==> config.mk <==
export PLATFORM = sky130hd
export DESIGN_NAME = seq_alu_flags
export DESIGN_NICKNAME = d
export VERILOG_FILES = /design/src/rtl/seq_alu_flags.sv
export SDC_FILE = /design/constraint.sdc
export NUM_CORES = 1
export LEC_CHECK = 0
export CORE_UTILIZATION = 50
export DETAILED_ROUTE_END_ITERATION = 6
export PLACE_DENSITY_LB_ADDON = 0.15
export SYNTH_ARGS = -nofsm -noshare
export SYNTH_HDL_FRONTEND = slang
export SYNTH_SLANG_ARGS = --single-unit
==> constraint.sdc <==
create_clock -name clk -period 2.9 [get_ports clk]
set_input_delay 0.87 -clock clk [delete_from_list [all_inputs] [get_ports clk]]
set_output_delay 0.87 -clock clk [all_outputs]
set_load 0.01 [all_outputs]
==> src/rtl/seq_alu_flags.sv <==
// Multi-cycle ALU producing V/C/Z/S flags and a one-cycle flag load strobe.
// Define SEQ_ALU_FAST_SHIFT_EN to replace the iterative shifter with a single-cycle barrel shifter.
module seq_alu_flags #(
  parameter int WIDTH   = 8,
  parameter int SHAMT_W = 3
) (
  input  logic             clk,
  input  logic             reset,
  input  logic             start,
  input  logic [2:0]       op,
  input  logic [WIDTH-1:0] a,
  input  logic [WIDTH-1:0] b,
  output logic             busy,
  output logic             done,
  output logic [WIDTH-1:0] result,
  output logic             vout,
  output logic             cout,
  output logic             zout,
  output logic             sout,
  output logic             flag_ld
);

  localparam int MSB = WIDTH - 1;

  localparam logic [2:0] OP_ADD = 3'b000;
  localparam logic [2:0] OP_SUB = 3'b001;
  localparam logic [2:0] OP_AND = 3'b010;
  localparam logic [2:0] OP_OR  = 3'b011;
  localparam logic [2:0] OP_XOR = 3'b100;
  localparam logic [2:0] OP_SHL = 3'b101;
  localparam logic [2:0] OP_SHR = 3'b110;
  localparam logic [2:0] OP_ASR = 3'b111;

`ifdef SEQ_ALU_FAST_SHIFT_EN
  typedef enum logic [1:0] {IDLE, EXEC, DONE} state_t;
`else
  typedef enum logic [1:0] {IDLE, EXEC, SHIFT, DONE} state_t;
`endif

  state_t state_reg, state_next;

  logic [2:0]       op_reg;
  logic [WIDTH-1:0] a_reg;
  logic [WIDTH-1:0] b_reg;

  logic [WIDTH:0]   sum;
  logic [WIDTH-1:0] exec_res;
  logic             exec_c;
  logic             exec_v;

`ifdef SEQ_ALU_FAST_SHIFT_EN
  logic [SHAMT_W-1:0] shamt;
  logic [WIDTH:0]     shl_ext;
  logic [WIDTH:0]     shr_ext;
  logic [WIDTH:0]     asr_ext;
  logic [WIDTH-1:0]   top_mask;
  logic [WIDTH-1:0]   sign_diff;
`else
  logic [WIDTH-1:0]   work_reg;
  logic [SHAMT_W-1:0] count_reg;
  logic               shc_reg;
  logic               shv_reg;
  logic [WIDTH-1:0]   shift_work;
  logic               shift_c;
  logic               shift_v;
`endif

  // Single-cycle operations (and barrel shifts when enabled)
  always_comb begin
    sum      = '0;
    exec_res = '0;
    exec_c   = 1'b0;
    exec_v   = 1'b0;
`ifdef SEQ_ALU_FAST_SHIFT_EN
    shamt     = b_reg[SHAMT_W-1:0];
    shl_ext   = {1'b0, a_reg} << shamt;
    shr_ext   = {a_reg, 1'b0} >> shamt;
    asr_ext   = $signed({a_reg, 1'b0}) >>> shamt;
    top_mask  = ~({WIDTH{1'b1}} >> (int'(shamt) + 1));
    sign_diff = a_reg ^ {WIDTH{a_reg[MSB]}};
`endif
    case (op_reg)
      OP_ADD: begin
        sum      = {1'b0, a_reg} + {1'b0, b_reg};
        exec_res = sum[MSB:0];
        exec_c   = sum[WIDTH];
        exec_v   = (a_reg[MSB] == b_reg[MSB]) && (sum[MSB] != a_reg[MSB]);
      end
      OP_SUB: begin
        sum      = {1'b0, a_reg} + {1'b0, ~b_reg} + (WIDTH+1)'(1);
        exec_res = sum[MSB:0];
        exec_c   = sum[WIDTH];
        exec_v   = (a_reg[MSB] != b_reg[MSB]) && (sum[MSB] != a_reg[MSB]);
      end
      OP_AND: exec_res = a_reg & b_reg;
      OP_OR:  exec_res = a_reg | b_reg;
      OP_XOR: exec_res = a_reg ^ b_reg;
`ifdef SEQ_ALU_FAST_SHIFT_EN
      OP_SHL: begin
        exec_res = a_reg << shamt;
        exec_c   = shl_ext[WIDTH];
        // Shifts beyond the width pull zeros into the MSB as well
        exec_v   = (|(sign_diff & top_mask)) || (a_reg[MSB] && (int'(shamt) >= WIDTH));
      end
      OP_SHR: begin
        exec_res = a_reg >> shamt;
        exec_c   = shr_ext[0];
      end
      OP_ASR: begin
        exec_res = $signed(a_reg) >>> shamt;
        exec_c   = asr_ext[0];
      end
`endif
      default: ;
    endcase
  end

`ifndef SEQ_ALU_FAST_SHIFT_EN
  // One step of the iterative shifter
  always_comb begin
    shift_work = work_reg;
    shift_c    = shc_reg;
    shift_v    = shv_reg;
    case (op_reg)
      OP_SHL: begin
        shift_work = work_reg << 1;
        shift_c    = work_reg[MSB];
        shift_v    = shv_reg | (work_reg[MSB] ^ work_reg[MSB-1]);
      end
      OP_SHR: begin
        shift_work = work_reg >> 1;
        shift_c    = work_reg[0];
      end
      OP_ASR: begin
        shift_work = {work_reg[MSB], work_reg[MSB:1]};
        shift_c    = work_reg[0];
      end
      default: ;
    endcase
  end
`endif

  always_ff @(posedge clk or posedge reset) begin
    if (reset) state_reg <= IDLE;
    else       state_reg <= state_next;
  end

  always_comb begin
    state_next = state_reg;
    case (state_reg)
      IDLE: begin
        if (start) begin
`ifdef SEQ_ALU_FAST_SHIFT_EN
          state_next = EXEC;
`else
          state_next = (op >= OP_SHL) ? SHIFT : EXEC;
`endif
        end
      end
      EXEC: state_next = DONE;
`ifndef SEQ_ALU_FAST_SHIFT_EN
      SHIFT: if (count_reg == '0) state_next = DONE;
`endif
      DONE: state_next = IDLE;
      default: state_next = IDLE;
    endcase
  end

  assign busy    = (state_reg != IDLE);
  assign done    = (state_reg == DONE);
  assign flag_ld = (state_reg == DONE);

  always_ff @(posedge clk or posedge reset) begin
    if (reset) begin
      op_reg    <= '0;
      a_reg     <= '0;
      b_reg     <= '0;
      result    <= '0;
      vout      <= 1'b0;
      cout      <= 1'b0;
      zout      <= 1'b0;
      sout      <= 1'b0;
`ifndef SEQ_ALU_FAST_SHIFT_EN
      work_reg  <= '0;
      count_reg <= '0;
      shc_reg   <= 1'b0;
      shv_reg   <= 1'b0;
`endif
    end else begin
      if (state_reg == IDLE && start) begin
        op_reg    <= op;
        a_reg     <= a;
        b_reg     <= b;
`ifndef SEQ_ALU_FAST_SHIFT_EN
        work_reg  <= a;
        count_reg <= b[SHAMT_W-1:0];
        shc_reg   <= 1'b0;
        shv_reg   <= 1'b0;
`endif
      end
      if (state_reg == EXEC) begin
        result <= exec_res;
        cout   <= exec_c;
        vout   <= exec_v;
        zout   <= (exec_res == '0);
        sout   <= exec_res[MSB];
      end
`ifndef SEQ_ALU_FAST_SHIFT_EN
      if (state_reg == SHIFT) begin
        if (count_reg != '0) begin
          work_reg  <= shift_work;
          count_reg <= count_reg - 1'b1;
          shc_reg   <= shift_c;
          shv_reg   <= shift_v;
        end else begin
          result <= work_reg;
          cout   <= shc_reg;
          vout   <= shv_reg;
          zout   <= (work_reg == '0);
          sout   <= work_reg[MSB];
        end
      end
`endif
    end
  end

endmodule

Word level (Yosys, flattened, before mapping) --
Cells that the tools add are included.
Storage, ports and cells: flip-flop bits (word level) 46, bits of input ports 22, output and inout port bits 15, word-level logic and storage cells 96
Cells by class: add/sub/neg operators 4, order comparisons 1, equal/unequal tests 21, muxes and demuxes 37, bitwise logic cells 6, reduce and logical (&&, ||, !) cells 13
Operators by type and width (number):
- $mux 8 | 6
- $pmux 8 s5 | 1
- $pmux 8 s3 | 1
- $mux 1 | 19
- $add 8x8->9 | 2
- $logic_not 8->1 | 2
- $eq 3x3->1 const B | 4
- $add 9x1->9 const B | 1
- $mux 3 | 3
- $and 8x8->8 | 1
- $not 8->8 | 1
- $or 8x8->8 | 1
- $pmux 2 s4 | 1
- $xor 8x8->8 | 1
- $eq 3x2->1 const B | 2
- $logic_not 3->1 | 2
- $mux 2 | 3
- $pmux 1 s2 | 3
- $ne 5x2->1 const B | 1
- $eq 2x2->1 const B | 2
- $ne 2x2->1 const B | 2
- $ne 4x2->1 const B | 1
- $ne 4x3->1 const B | 1
- $reduce_and 2->1 | 2
- 15 further kinds | 19

Depth between registers and ports, before layout --
depth after elaboration 9, mapped depth 10, gate-level depth less buffers 10

Worst setup path after synthesis --
No wires, ideal clock.
path type reg-to-reg, from reg b_reg[0], to reg zout, setup time 0.092 ns, arrival 2.462 ns, required time 2.808 ns, setup slack 0.346 ns, cell stages (with the launch flop) 10, path buffers 0, period minus slack after synthesis 2.554 ns, path through dfrtp_1 ha_1 fa_1 mux2i_1 nor2_1 a21oi_2 o22ai_1 or4_1 or4_1 o31ai_2
On the way: cells in the longest elaborated chain, start to end 8, elaborated cells between the ends (all ways) 12, those cells by class add/sub: 3; mux: 4; bitwise: 4; reduce/logical: 1
RTL lines:
- start, declared | RTL line 44 | logic [WIDTH-1:0] b_reg;
- start signal, assigned | RTL line 177 | b_reg <= '0;
- start signal, assigned | RTL line 193 | b_reg <= b;
- $not 8->8 | RTL line 90 | sum = {1'b0, a_reg} + {1'b0, ~b_reg} + (WIDTH+1)'(1);
- $add 8x8->9 | RTL line 90
- $add 9x1->9 | RTL line 90
- $pmux 8 s5 (*) | RTL line 82 | case (op_reg)
- $logic_not 8->1 (*) | RTL line 205 | zout <= (exec_res == '0);
- $mux 1 (*) | RTL line 201 | if (state_reg == EXEC) begin
- $mux 1 | RTL line 210 | if (count_reg != '0) begin
- $mux 1 (*) | RTL line 209 | if (state_reg == SHIFT) begin
- end signal, assigned | RTL line 205
- end signal, assigned | RTL line 219 | zout <= (work_reg == '0);
- end, declared | RTL line 18 | output logic zout,
Every way passes the cells marked *; elsewhere a longest branch is shown, timed or not. A chain may end at the register's enable or synchronous reset.

Worst setup path after layout --
Same ends and word-level chain as after synthesis.

==> flow_summary_export.csv <==
group,metric,value,unit
power_and_ir_drop,power_frac_clock,0.093,
run_status,status,"finished clean",
worst_setup_path,path_max_fanout,4,
die,fp.dieW,85.05,um
worst_setup_path,critPathLaunchType,"register",
routing,drtIter0Drc,222,
power_and_ir_drop,max-vdd-ir-drop,0.6217,mV
worst_hold_path,hold_path_class,"reg -> reg",
power_and_ir_drop,swShare,0.4728,
place,gp_congestion,0.9617,
power_and_ir_drop,p_leak,1.802,nW
clocking,clk_pin_slew_worst_paths,0.10,ns
timing,clock.fmax,0.3706,GHz
final_layout,fin_util,0.6195,
yosys,avgSynthCellArea,9.027,um2
routing,drc,0,
final_layout,fillers,565,
clocking,cts.sinks,46,
power_and_ir_drop,seqPwrFrac,0.259,
worst_setup_path,crit_slowest_cell,"or4_1",
yosys,yosys_warnings,0,
clocking,worst_skew_pair.late_latency,0.31,ns
place,dp_cells,486,
global_routing,grt_pass1_wl,14270,um
worst_setup_path,worst_setup_path_end_kind,"register",
final_layout,fin_nets,472,
clocking,cts_hold_buf,0,
routing,vias,2994,
timing,hold_viol,0,
yosys,synth_edf_count,0,
timing,period_needed,2.698,ns
global_routing,antenna_found_initial,0,
timing,slew_violations,0,
final_layout,syn_to_final_growth,16.69,%
yosys,synth_nets,438,
final_layout,num_antenna_cells,0,
yosys,postSynthCellCount,382,
worst_setup_path,crit_arrival,2.93,ns
clocking,htree_levels,2,
power_and_ir_drop,powerDensity,1348,mW/mm2
worst_setup_path,critPathMaxStageDelay,0.50,ns
final_layout,drive_above_1_share,0.1247,
place,dpl.hpwl,6710,um
yosys,ys_async_sr_fraction,1.000,
routing,ant_nets,0,
power_and_ir_drop,combPwrFrac,0.648,
global_routing,grt_usage,0.2528,
global_routing,first_global_vias,2836,
yosys,yosysSeqAreaShare,0.3338,
yosys,ys.flop_type,"dfrtp_1",
power_and_ir_drop,p_int,2.859,mW
die,core.rowCount,29,
die,die_area,0.007233,mm2
timing,rsz0062_at_grt,"no",
clocking,cts.path.max_buffers,2,
routing,wl_per_cell,17.56,um
timing,setup_viol,0,
run,cap_violations,0,
clocking,numCtsBuffers,5,
yosys,synth.cell_area,0.003448,mm2
global_routing,overflow,0,
die,die_y,85.05,um
clocking,cts-root-buf,"clkbuf_8",
worst_setup_path,path_class,"reg -> reg",
power_and_ir_drop,power_switching,2.564,mW
timing,finalClockSkew,0.01302,ns
clocking,cts_tree,"yes",
routing,viasPerCell,6.061,
die,core_area,0.006495,mm2
timing,slew_headroom,0.5569,
place,io_buffers,36,
die,initial_core_util,0.5309,
die,boundaryPins,37,
routing,drt-total-wl,8676,um
timing,worstMarginPinSlew,0.6647,ns
final_layout,layout.cells.non_filler,494,
timing,min_period_over_period,0.9305,
timing,tns,0,ns
yosys,synth_seq_cells,46,
worst_setup_path,path_cells,"ha_2 > fa_1 > mux2i_1 > nor2_1 > a21oi_2 > o22ai_1 > or4_1 > or4_1 > o31ai_2",
yosys,yosys.cell_types.count,58,
worst_setup_path,crit_top_cell,"or4_1",
global_routing,grt_max_degree,25,
routing,dr.pass1.iters,5,
worst_setup_path,worst_ep_required_time,3.13,ns
## kinds of logic after synthesis
group / Yosys count / synth area share
XOR/XNOR: 4 / 0.01016
buffers and inverters: 51 / 0.06168
flip-flops: 46 / 0.3338
AO/OA/AOI/OAI: 110 / 0.2199
multiplexers: 28 / 0.08817
adder cells (fa/ha/maj): 34 / 0.1277
AND/OR/NAND/NOR: 109 / 0.1586
## power groups by stage
stage          clock network (mW)  logic [mW]  registers, mW
2_1_floorplan                   0        2.63           1.24
3_3_place_gp                    0        3.40           1.40
3_5_place_dp                    0        3.45           1.41
4_1_cts                     0.512        3.47           1.40
5_1_grt                     0.536        3.87           1.46
6_report                    0.504        3.51           1.41
## critical path: cells and delay by family, from the launching register on
family / cells / cell delay (ns)
adders and majority gates: 2 / 0.64
and+or+nand+nor: 3 / 0.99
muxes: 1 / 0.14
AOI/OAI and AO/OA: 3 / 0.44
DFF: 1 / 0.42
## metrics by stage
stage	cell area, um2	hold slack (ns)	setup slack [ns]	power (mW)
finish	4024	0.4755	0.2015	5.423
global route	4024	0.4948	0.002021	5.868
CTS	4016	0.4783	0.1400	5.378
detailed placement	3899	0.4673	0.1364	4.859
global placement	3899	0.4623	0.2084	4.793
floorplan	3448	0.4420	0.3463	3.870
## worst paths after layout
path | from | to | slack, ns | depth (start not counted)
worst min register to register | count_reg[0] | count_reg[0] | 0.48 | 1
min in group asynchronous | reset | work_reg[2] | 0.81 | 2
worst max register to register | b_reg[0] | zout | 0.20 | 9
worst max-delay path | b_reg[0] | zout | 0.20 | 9
worst min-delay path | count_reg[0] | count_reg[0] | 0.48 | 1
max in group asynchronous | reset | work_reg[7] | 1.52 | 3
## placed cells by master, fill, tap and decap left out, drive strengths merged, types with 3 or more instances in the layout
cell and n:
dfrtp 46, clkdlybuf4s50 36, nand2 32, ha 32, inv 30, a21oi 27, nor2 23, o21ai 23
mux2 19, buf 13, nand3 11, mux2i 9, nor2b 8, a221o 8, nand2b 7, nor3 7
a31oi 6, o211ai 5, clkbuf 5, a211oi 5, a21o 4, or3 4, o31ai 4, o21a 3
or2 3, a311oi 3, o22ai 3, and3 3, or4 3, a22o 3
## cell type report
type                       instances  area (um2)  area share
multi-input combinational        285        2092      0.5199
sequential                        46        1151      0.2861
timing repair buffer              49       457.9      0.1138
inverter                          29       108.9     0.02705
tap                               77       96.34     0.02394
clock buffer                       5       68.82     0.01710
clock inverter                     3       48.80     0.01213
## cells in the mapped netlist (all sizes together) (4+ instances only)
cell type | number | area, um2
dfrtp | 46 | 1151
ha | 32 | 400.4
nand2 | 32 | 120.1
inv | 29 | 108.9
a21oi | 27 | 138.9
nor2 | 23 | 86.33
o21ai | 23 | 115.1
mux2 | 19 | 214.0
clkbuf | 12 | 45.04
nand3 | 11 | 55.05
buf | 10 | 58.80
mux2i | 9 | 90.09
a221o | 8 | 80.08
nor2b | 8 | 50.05
nand2b | 7 | 43.79
nor3 | 7 | 35.03
a31oi | 6 | 37.54
a211oi | 5 | 42.54
o211ai | 5 | 37.54
a21o | 4 | 30.03
o31ai | 4 | 35.03
or3 | 4 | 30.03
## what timing repair did
| item | CTS | global route |
|---|---|---|
| buffers inserted | 0 | 0 |
| setup endpoints to repair | 0 | 1 |
| gates resized for setup | 0 | 2 |
## metal layers
| metal | global-route usage | up-vias | share of wire |
|---|---|---|---|
| li1 | - | 1437 | - |
| met1 | 0.3577 | 1428 | 0.46 |
| met2 | 0.3959 | 115 | 0.46 |
| met3 | 0.03502 | 14 | 0.050 |
| met4 | 0.09399 | 0 | 0.030 |
| met5 | 0 | - | 0 |
No activity file was read; power rests on OpenSTA's default activity.
